$ cat src/rtl/alu_ctrl_fsm.sv
// Multicycle RV32I control sequencer: accepts one instruction over valid/ready,
// decodes it to an ALU op plus datapath strobes and walks DECODE/EXECUTE/MEM/WB.
module alu_ctrl_fsm (
   input  logic        clk_i,
   input  logic        rst_i,
   input  logic        instr_valid_i,
   input  logic [31:0] instr_i,
   output logic        instr_ready_o,
   input  logic        zero_i,
   input  logic        mem_ready_i,
   output logic [3:0]  alu_op_o,
   output logic        alu_src_b_o,
   output logic        reg_write_o,
   output logic        mem_read_o,
   output logic        mem_write_o,
   output logic        pc_write_o,
   output logic        branch_taken_o,
   output logic        done_o,
   output logic        illegal_o
);

   localparam int unsigned STATE_W = 3;
   localparam int unsigned INSTR_W = 32;
   localparam int unsigned OP_W    = 4;

   localparam logic [STATE_W-1:0] S_IDLE    = 3'd0;
   localparam logic [STATE_W-1:0] S_DECODE  = 3'd1;
   localparam logic [STATE_W-1:0] S_EXECUTE = 3'd2;
   localparam logic [STATE_W-1:0] S_MEM     = 3'd3;
   localparam logic [STATE_W-1:0] S_WB      = 3'd4;

   localparam logic [6:0] OPC_R      = 7'b0110011;
   localparam logic [6:0] OPC_I      = 7'b0010011;
   localparam logic [6:0] OPC_LOAD   = 7'b0000011;
   localparam logic [6:0] OPC_STORE  = 7'b0100011;
   localparam logic [6:0] OPC_BRANCH = 7'b1100011;

   localparam logic [6:0] F7_BASE = 7'b0000000;
   localparam logic [6:0] F7_ALT  = 7'b0100000;

   localparam logic [OP_W-1:0] OP_ADD  = 4'b0000;
   localparam logic [OP_W-1:0] OP_SLT  = 4'b0010;
   localparam logic [OP_W-1:0] OP_SLTU = 4'b0011;
   localparam logic [OP_W-1:0] OP_SUB  = 4'b1000;
   localparam logic [OP_W-1:0] OP_SRA  = 4'b1101;

   logic [STATE_W-1:0] state_q, state_d;
   logic [INSTR_W-1:0] instr_q, instr_d;
   logic [OP_W-1:0]    alu_op_q, alu_op_d;
   logic               alu_src_b_q, alu_src_b_d;

   logic [6:0]      opcode;
   logic [2:0]      funct3;
   logic [6:0]      funct7;
   logic            is_load;
   logic            is_store;
   logic            is_branch;
   logic            dec_legal;
   logic [OP_W-1:0] dec_op;
   logic            dec_src_b;
   logic            br_invert;
   logic            unused_fields;

   assign opcode    = instr_q[6:0];
   assign funct3    = instr_q[14:12];
   assign funct7    = instr_q[31:25];
   assign is_load   = (opcode == OPC_LOAD);
   assign is_store  = (opcode == OPC_STORE);
   assign is_branch = (opcode == OPC_BRANCH);
   // BNE/BLT/BLTU take the branch when the compare result is non-zero
   assign br_invert = funct3[0] ^ funct3[2];
   assign unused_fields = ^{instr_q[24:15], instr_q[11:7]};

   // Instruction decode from the captured word
   always_comb begin
      dec_legal = 1'b1;
      dec_op    = OP_ADD;
      dec_src_b = 1'b0;
      case (opcode)
         OPC_R: begin
            dec_op = {funct7[5], funct3};
            if (funct7 == F7_BASE) begin
               dec_legal = 1'b1;
            end else if (funct7 == F7_ALT) begin
               dec_legal = (funct3 == 3'b000) || (funct3 == 3'b101);
            end else begin
               dec_legal = 1'b0;
            end
         end
         OPC_I: begin
            dec_src_b = 1'b1;
            dec_op    = (funct3 == 3'b101 && instr_q[30]) ? OP_SRA : {1'b0, funct3};
         end
         OPC_LOAD, OPC_STORE: begin
            dec_src_b = 1'b1;
            dec_op    = OP_ADD;
         end
         OPC_BRANCH: begin
            case (funct3[2:1])
               2'b00:   dec_op = OP_SUB;
               2'b10:   dec_op = OP_SLT;
               2'b11:   dec_op = OP_SLTU;
               default: dec_legal = 1'b0;
            endcase
         end
         default: dec_legal = 1'b0;
      endcase
   end

   // Next-state and Moore output decode
   always_comb begin
      state_d        = state_q;
      instr_d        = instr_q;
      alu_op_d       = alu_op_q;
      alu_src_b_d    = alu_src_b_q;
      instr_ready_o  = 1'b0;
      reg_write_o    = 1'b0;
      mem_read_o     = 1'b0;
      mem_write_o    = 1'b0;
      pc_write_o     = 1'b0;
      branch_taken_o = 1'b0;
      done_o         = 1'b0;
      illegal_o      = 1'b0;
      case (state_q)
         S_IDLE: begin
            instr_ready_o = 1'b1;
            if (instr_valid_i) begin
               instr_d = instr_i;
               state_d = S_DECODE;
            end
         end
         S_DECODE: begin
            if (!dec_legal) begin
               illegal_o = 1'b1;
               state_d   = S_IDLE;
            end else begin
               alu_op_d    = dec_op;
               alu_src_b_d = dec_src_b;
               state_d     = S_EXECUTE;
            end
         end
         S_EXECUTE: begin
            if (is_branch) begin
               pc_write_o     = 1'b1;
               done_o         = 1'b1;
               branch_taken_o = zero_i ^ br_invert;
               state_d        = S_IDLE;
            end else if (is_load || is_store) begin
               state_d = S_MEM;
            end else begin
               state_d = S_WB;
            end
         end
         S_MEM: begin
            mem_read_o  = is_load;
            mem_write_o = is_store;
            if (mem_ready_i) begin
               if (is_store) begin
                  pc_write_o = 1'b1;
                  done_o     = 1'b1;
                  state_d    = S_IDLE;
               end else begin
                  state_d = S_WB;
               end
            end
         end
         S_WB: begin
            reg_write_o = 1'b1;
            pc_write_o  = 1'b1;
            done_o      = 1'b1;
            state_d     = S_IDLE;
         end
         default: state_d = S_IDLE;
      endcase
   end

   assign alu_op_o    = alu_op_q;
   assign alu_src_b_o = alu_src_b_q;

   always_ff @(posedge clk_i or posedge rst_i) begin
      if (rst_i) begin
         state_q     <= S_IDLE;
         instr_q     <= '0;
         alu_op_q    <= OP_ADD;
         alu_src_b_q <= 1'b0;
      end else begin
         state_q     <= state_d;
         instr_q     <= instr_d;
         alu_op_q    <= alu_op_d;
         alu_src_b_q <= alu_src_b_d;
      end
   end

endmodule

$ cat config.mk
export PLATFORM = sky130hd
export DESIGN_NAME = alu_ctrl_fsm
export DESIGN_NICKNAME = d
export VERILOG_FILES = /design/src/rtl/alu_ctrl_fsm.sv
export SDC_FILE = /design/constraint.sdc
export NUM_CORES = 1
export LEC_CHECK = 0
export BUFFER_PORTS_ARGS = -buffer_cell sky130_fd_sc_hd__buf_2
export CORE_MARGIN = 5
export CORE_UTILIZATION = 51
export CTS_CLUSTER_SIZE = 10
export DETAILED_ROUTE_END_ITERATION = 12
export PLACE_DENSITY = 0.86
export SYNTH_ARGS = -nofsm -noshare
export SYNTH_HDL_FRONTEND = slang
export SYNTH_SLANG_ARGS = --single-unit
export TNS_END_PERCENT = 100
$ cat constraint.sdc
create_clock -name clk_i -period 5.9 [get_ports clk_i]
set_input_delay 0.885 -clock clk_i [delete_from_list [all_inputs] [get_ports clk_i]]
set_output_delay 0.885 -clock clk_i [all_outputs]
set_load 0.01 [all_outputs]
# Yosys cells after proc, flatten, opt, wreduce, memory -nomap -nowiden
# Cells that the tools add are included.
[word_totals]
ff_bits = 40
input_bits = 37
out_inout_bits = 13
elab_cells = 60
[classes]
n_eq_ne = 15
n_mux = 27
bitwise = 2
n_reduce_logical = 12
[ops]
columns = ["op", "count"]
rows = [
  ["4-bit case mux with 3 select lines", 2],
  ["7-bit by 6-bit == test with 1-bit output (second input constant)", 3],
  ["1-bit two-way mux", 15],
  ["3-bit two-way mux", 5],
  ["3-bit case mux with 4 select lines", 1],
  ["7-bit by 2-bit == test with 1-bit output (second input constant)", 1],
  ["7-bit by 5-bit == test with 1-bit output (second input constant)", 1],
  ["7-bit == test (second input constant)", 1],
  ["7-bit zero test", 1],
  ["3-bit by 2-bit == test with 1-bit output (second input constant)", 2],
  ["3-bit == test (second input constant)", 2],
  ["3-bit zero test", 2],
  ["1-bit case mux with 3 select lines", 2],
  ["2-bit AND reduction", 3],
  ["3-bit OR reduction", 2],
  ["2-bit == test (second input constant)", 2],
  ["4-bit two-way mux", 1],
  ["2-bit != test (second input constant)", 2],
  ["3-bit by 1-bit == test with 1-bit output (second input constant)", 1],
  ["2-bit zero test", 1],
  ["1-bit logical OR", 2],
  ["2-bit two-way mux", 1],
  ["1-bit XOR", 2],
  ["1-bit logical AND", 1],
]

# Longest topological paths before layout
[depth]
word_depth = 7
mapped_depth = 7
ltp_nobuf = 5

# Least setup slack after synthesis
# No wires, ideal clock.
[synth_timing]
path_type = "register to output"
startpoint = "register instr_q[2]"
endpoint = "output pc_write_o"
t_arrival_ps = 1694
t_required_ps = 5015
setup_slack_ps = 3321
stages_incl_launch_ff = 7
n_path_buf = 1
path_cell_list = "dfrtp_1 -> nand4bb_1 -> nor3_1 -> nand2_1 -> a21boi_0 -> o2bb2ai_1 -> buf_4"
[synth_between]
elab_chain_cells = 4
elab_cells_between_ends = 6
cone_classes = "eq/ne: 2; mux: 4"
[synth_rtl]
columns = ["element", "line", "text"]
rows = [
  ["from (decl)", "48", "logic [INSTR_W-1:0] instr_q, instr_d;"],
  ["from (signal assigned)", "188", "instr_q <= instr_d;"],
  ["7-bit by 6-bit == test with 1-bit output", "68", "assign is_store = (opcode == OPC_STORE);"],
  ["1-bit two-way mux (2 in series)", "n/a", ""],
  ["1-bit case mux with 3 select lines *", "n/a", ""],
  ["to (decl)", "16", "output logic pc_write_o,"],
]
# Mark *: on every way between the ends. The rest lies on a longest branch, timed or not.

# Final worst setup path
[layout_timing]
startpoint = "register instr_q[2]"
endpoint = "output pc_write_o"
[layout_between]
elab_chain_cells = 4
elab_cells_between_ends = 6
cone_classes = "eq/ne: 2; mux: 4"
[layout_rtl]
columns = ["element", "line", "text"]
rows = [
  ["7-bit by 6-bit == test with 1-bit output", "68", ""],
  ["1-bit two-way mux", "158", "if (is_store) begin"],
  ["1-bit two-way mux", "157", "if (mem_ready_i) begin"],
  ["1-bit case mux with 3 select lines *", "124", "case (state_q)"],
]
# Marks and branches as above.

==> impl_metrics.toml <==
[worst_setup_path]
critPathMaxFanout = 5
crit_family = "simple AND/OR/NAND/NOR gates"
startpoint_type = "flop"
worst-path-buf-inv = 1
end_kind = "output pin"
critical_path_class = "flop to output pin"
path_cells = "nand4bb_1, nor3_1, nand2_1, a21boi_0, o2bb2ai_1, buf_2"
cp_slowest_cell = "nor3_1"
arrival_ns = 2.18
worstPathRequired_ns = 5.02
critPathMaxStageDelay_ns = 0.51

[drt]
drc = 0
viasPerCell = 5.41
wl_per_cell_um = 14.0
first_iter_violations = 17
vias = 909
drt_first_pass_iters = 4
wl_um = 2350
ant_nets = 0

[clocking]
postCtsHoldBufs = 0
cts_tree = "done"
clockRootBuffer = "clkbuf_4"
postCtsSetupBuffers = 0
insertion_delay_ns = 0.30
numCtsBuffers = 3
cts_sinks = 25
cts_resized = 0
ctsHtreeMaxLevel = 1
clock_path_buffers = 2
path_clk_slew_ns = 0.12

[yosys]
ys_ff_latch = 25
yosysWarningCount = 0
synth_fp_nets = 143
synth_top_area_share_pct = 50.0
yosys-top-cells-area = "dfrtp_1 50%, mux2_2 14%, mux2_4 2.4%"
syn_area_mm2 = 0.00125
synth.distinct_cells = 35
synthCells = 106
syn_avg_cell_area_um2 = 11.8
synth_top_cell_by_area = "dfrtp_1"
seq_area_frac_synth_pct = 50.0

[place]
portBuffers = 34
dp.cells = 164
pre_cts_slack_ns = 3.18
gp_congestion = 0.829
hpwl_um = 1820

[global_routing]
grt_pass1_vias = 896
antenna_found_initial = 0
busiest_layer = "met2"
use_met1_pct = 17.4
gr-usage-met2_pct = 26.1
grt_usage_pct = 14.3
grtUsageMet3_pct = 2.18
overflow = 0
grt_pass1_wl_um = 3880
grt_max_degree = 26

[min_path]
hold_class = "flop to flop"

[sta]
finalSetupViolCount = 0
hold_viol = 0
rsz0062_at_grt = "no"
fin_crit_ns = 3.07
worst_pin_slew_ns = 0.922
slew_headroom_pct = 38.5
layout_setup_ws_ns = 2.83
tns_ns = 0
period_share_pct = 52.0
fmax_ghz = 0.326
skew_ns = 0.00730
maxSlewViolCount = 0

[floorplan]
ios = 50
die_w_um = 59.6
initial_core_util_pct = 52.0
dieHeight_um = 59.6
core_area_mm2 = 0.00241
rows = 18
die_area_mm2 = 0.00355

[power]
leakage_nw = 0.677
powerDensity_mw_per_mm2 = 419
total_power_uw = 604
vdd_drop_max_uv = 268

[job]
maxCapViolCount = 0

[outcome]
outcome = "complete, no violations"

[final_layout]
nets = 176
area_delta_synth_final_pct = 15.2
insertedDiodeCount = 0
layout-drive-gt1-share_pct = 42.8
fin_cells = 168
[sequential cells by signal, indices dropped and copies added, names as in the netlist]
| signal | flops |
|---|---|
| instr_q | 17 |
| alu_op_o | 4 |
| state_q | 3 |
| alu_src_b_o | 1 |
[metal layers]
| metal | up-vias | wire length (um) |
|---|---|---|
| met2 | 22 | 1200 |
| met4 | 0 | 15 |
| met3 | 2 | 144 |
| met1 | 446 | 987 |
| li1 | 439 | - |
| met5 | - | 0 |
[logic make-up after synthesis]
family | share of synthesized area (%)
simple gates | 14.5
xor+xnor | 1.40
mux | 17.6
buf+inv | 5.29
compound gates | 10.5
flops | 50.0
fa+ha+maj | 0.799
[worst paths after layout]
kind	from	end	slack, ns	cells past startpoint
min	instr_q[2]	instr_q[2]	0.52	1
max in group asynchronous	rst_i	instr_q[5]	4.58	2
min in group asynchronous	rst_i	state_q[1]	0.76	2
max reg2reg	instr_q[27]	alu_op_o[0]	3.83	5
max	instr_q[2]	pc_write_o	2.83	6
min reg2reg	instr_q[2]	instr_q[2]	0.52	1
[Yosys cell counts, drive strengths merged]
master    n
nand3b    1
a32o      3
mux2     18
a221oi    2
nor3b     2
a21boi    1
o311a     1
nand2     7
a21oi     2
inv       6
xnor2     1
and2b     1
or4       1
xor2      1
a21o      1
nor4      1
nand4bb   1
nor3      4
o21ai     4
mux2i     1
a2bb2oi   1
maj3      1
nor2b     1
nand2b    2
dfrtp    25
o2bb2ai   2
nor2      5
buf       6
and2      3
and3      1
[area by class of cell]
| cell class | count | area, um^2 |
|---|---|---|
| Multi-Input combinational cell | 69 | 561 |
| Inverter | 6 | 22.5 |
| Tap cell | 30 | 37.5 |
| Fill cell | 199 | 967 |
| Clock buffer | 4 | 26.3 |
| Sequential cell | 25 | 626 |
| Timing Repair Buffer | 34 | 170 |
[metrics by stage]
| step | hold WS, ns | area (um^2) | utilization, % |
|---|---|---|---|
| floorplan | 0.472 | 1250 | - |
| global placement | 0.484 | 1420 | 58.8 |
| detailed placement | 0.493 | 1420 | 58.8 |
| CTS | 0.523 | 1440 | 59.9 |
| global route | 0.538 | 1440 | 59.9 |
| finish | 0.520 | 1440 | 59.9 |
[report_power, final]
part | total [mW] | switching [mW] | internal (mW)
Clock | 0.0730 | 0.0467 | 0.0263
Sequential | 0.314 | 0.0711 | 0.243
Combinational | 0.217 | 0.0974 | 0.120
Total | 0.604 | 0.215 | 0.389
[worst register-to-register path, delay by kind of cell, from the launching register on]
kind,cells,cell delay [ns]
muxes,1,0.33
DFF,1,0.40
and+or+nand+nor,3,1.01
AOI/OAI and AO/OA,1,0.24
[placed cells by master (no fill, tap or decap)]
master and n:
buf_2 34, dfrtp_1 25, mux2_2 16, nand2_1 7, inv_1 6, nor2_1 5
nor3_1 4, o21ai_0 4, and2_1 3, clkbuf_4 3, nand2b_1 2, a21oi_1 2
a221oi_1 2, o2bb2ai_1 2, a32o_1 2, mux2_4 2, nand4bb_1 1, nor3b_4 1
or4_1 1, nor4_2 1, xor2_1 1, nor2b_1 1, a32o_2 1, and2b_1 1
a21o_2 1, nand3b_1 1, maj3_1 1, o311a_1 1, nor3b_1 1, and3_1 1
a21boi_0 1, xnor2_1 1, a2bb2oi_1 1, mux2i_1 1, clkbuf_1 1
No activity file was read; power rests on OpenSTA's default activity.
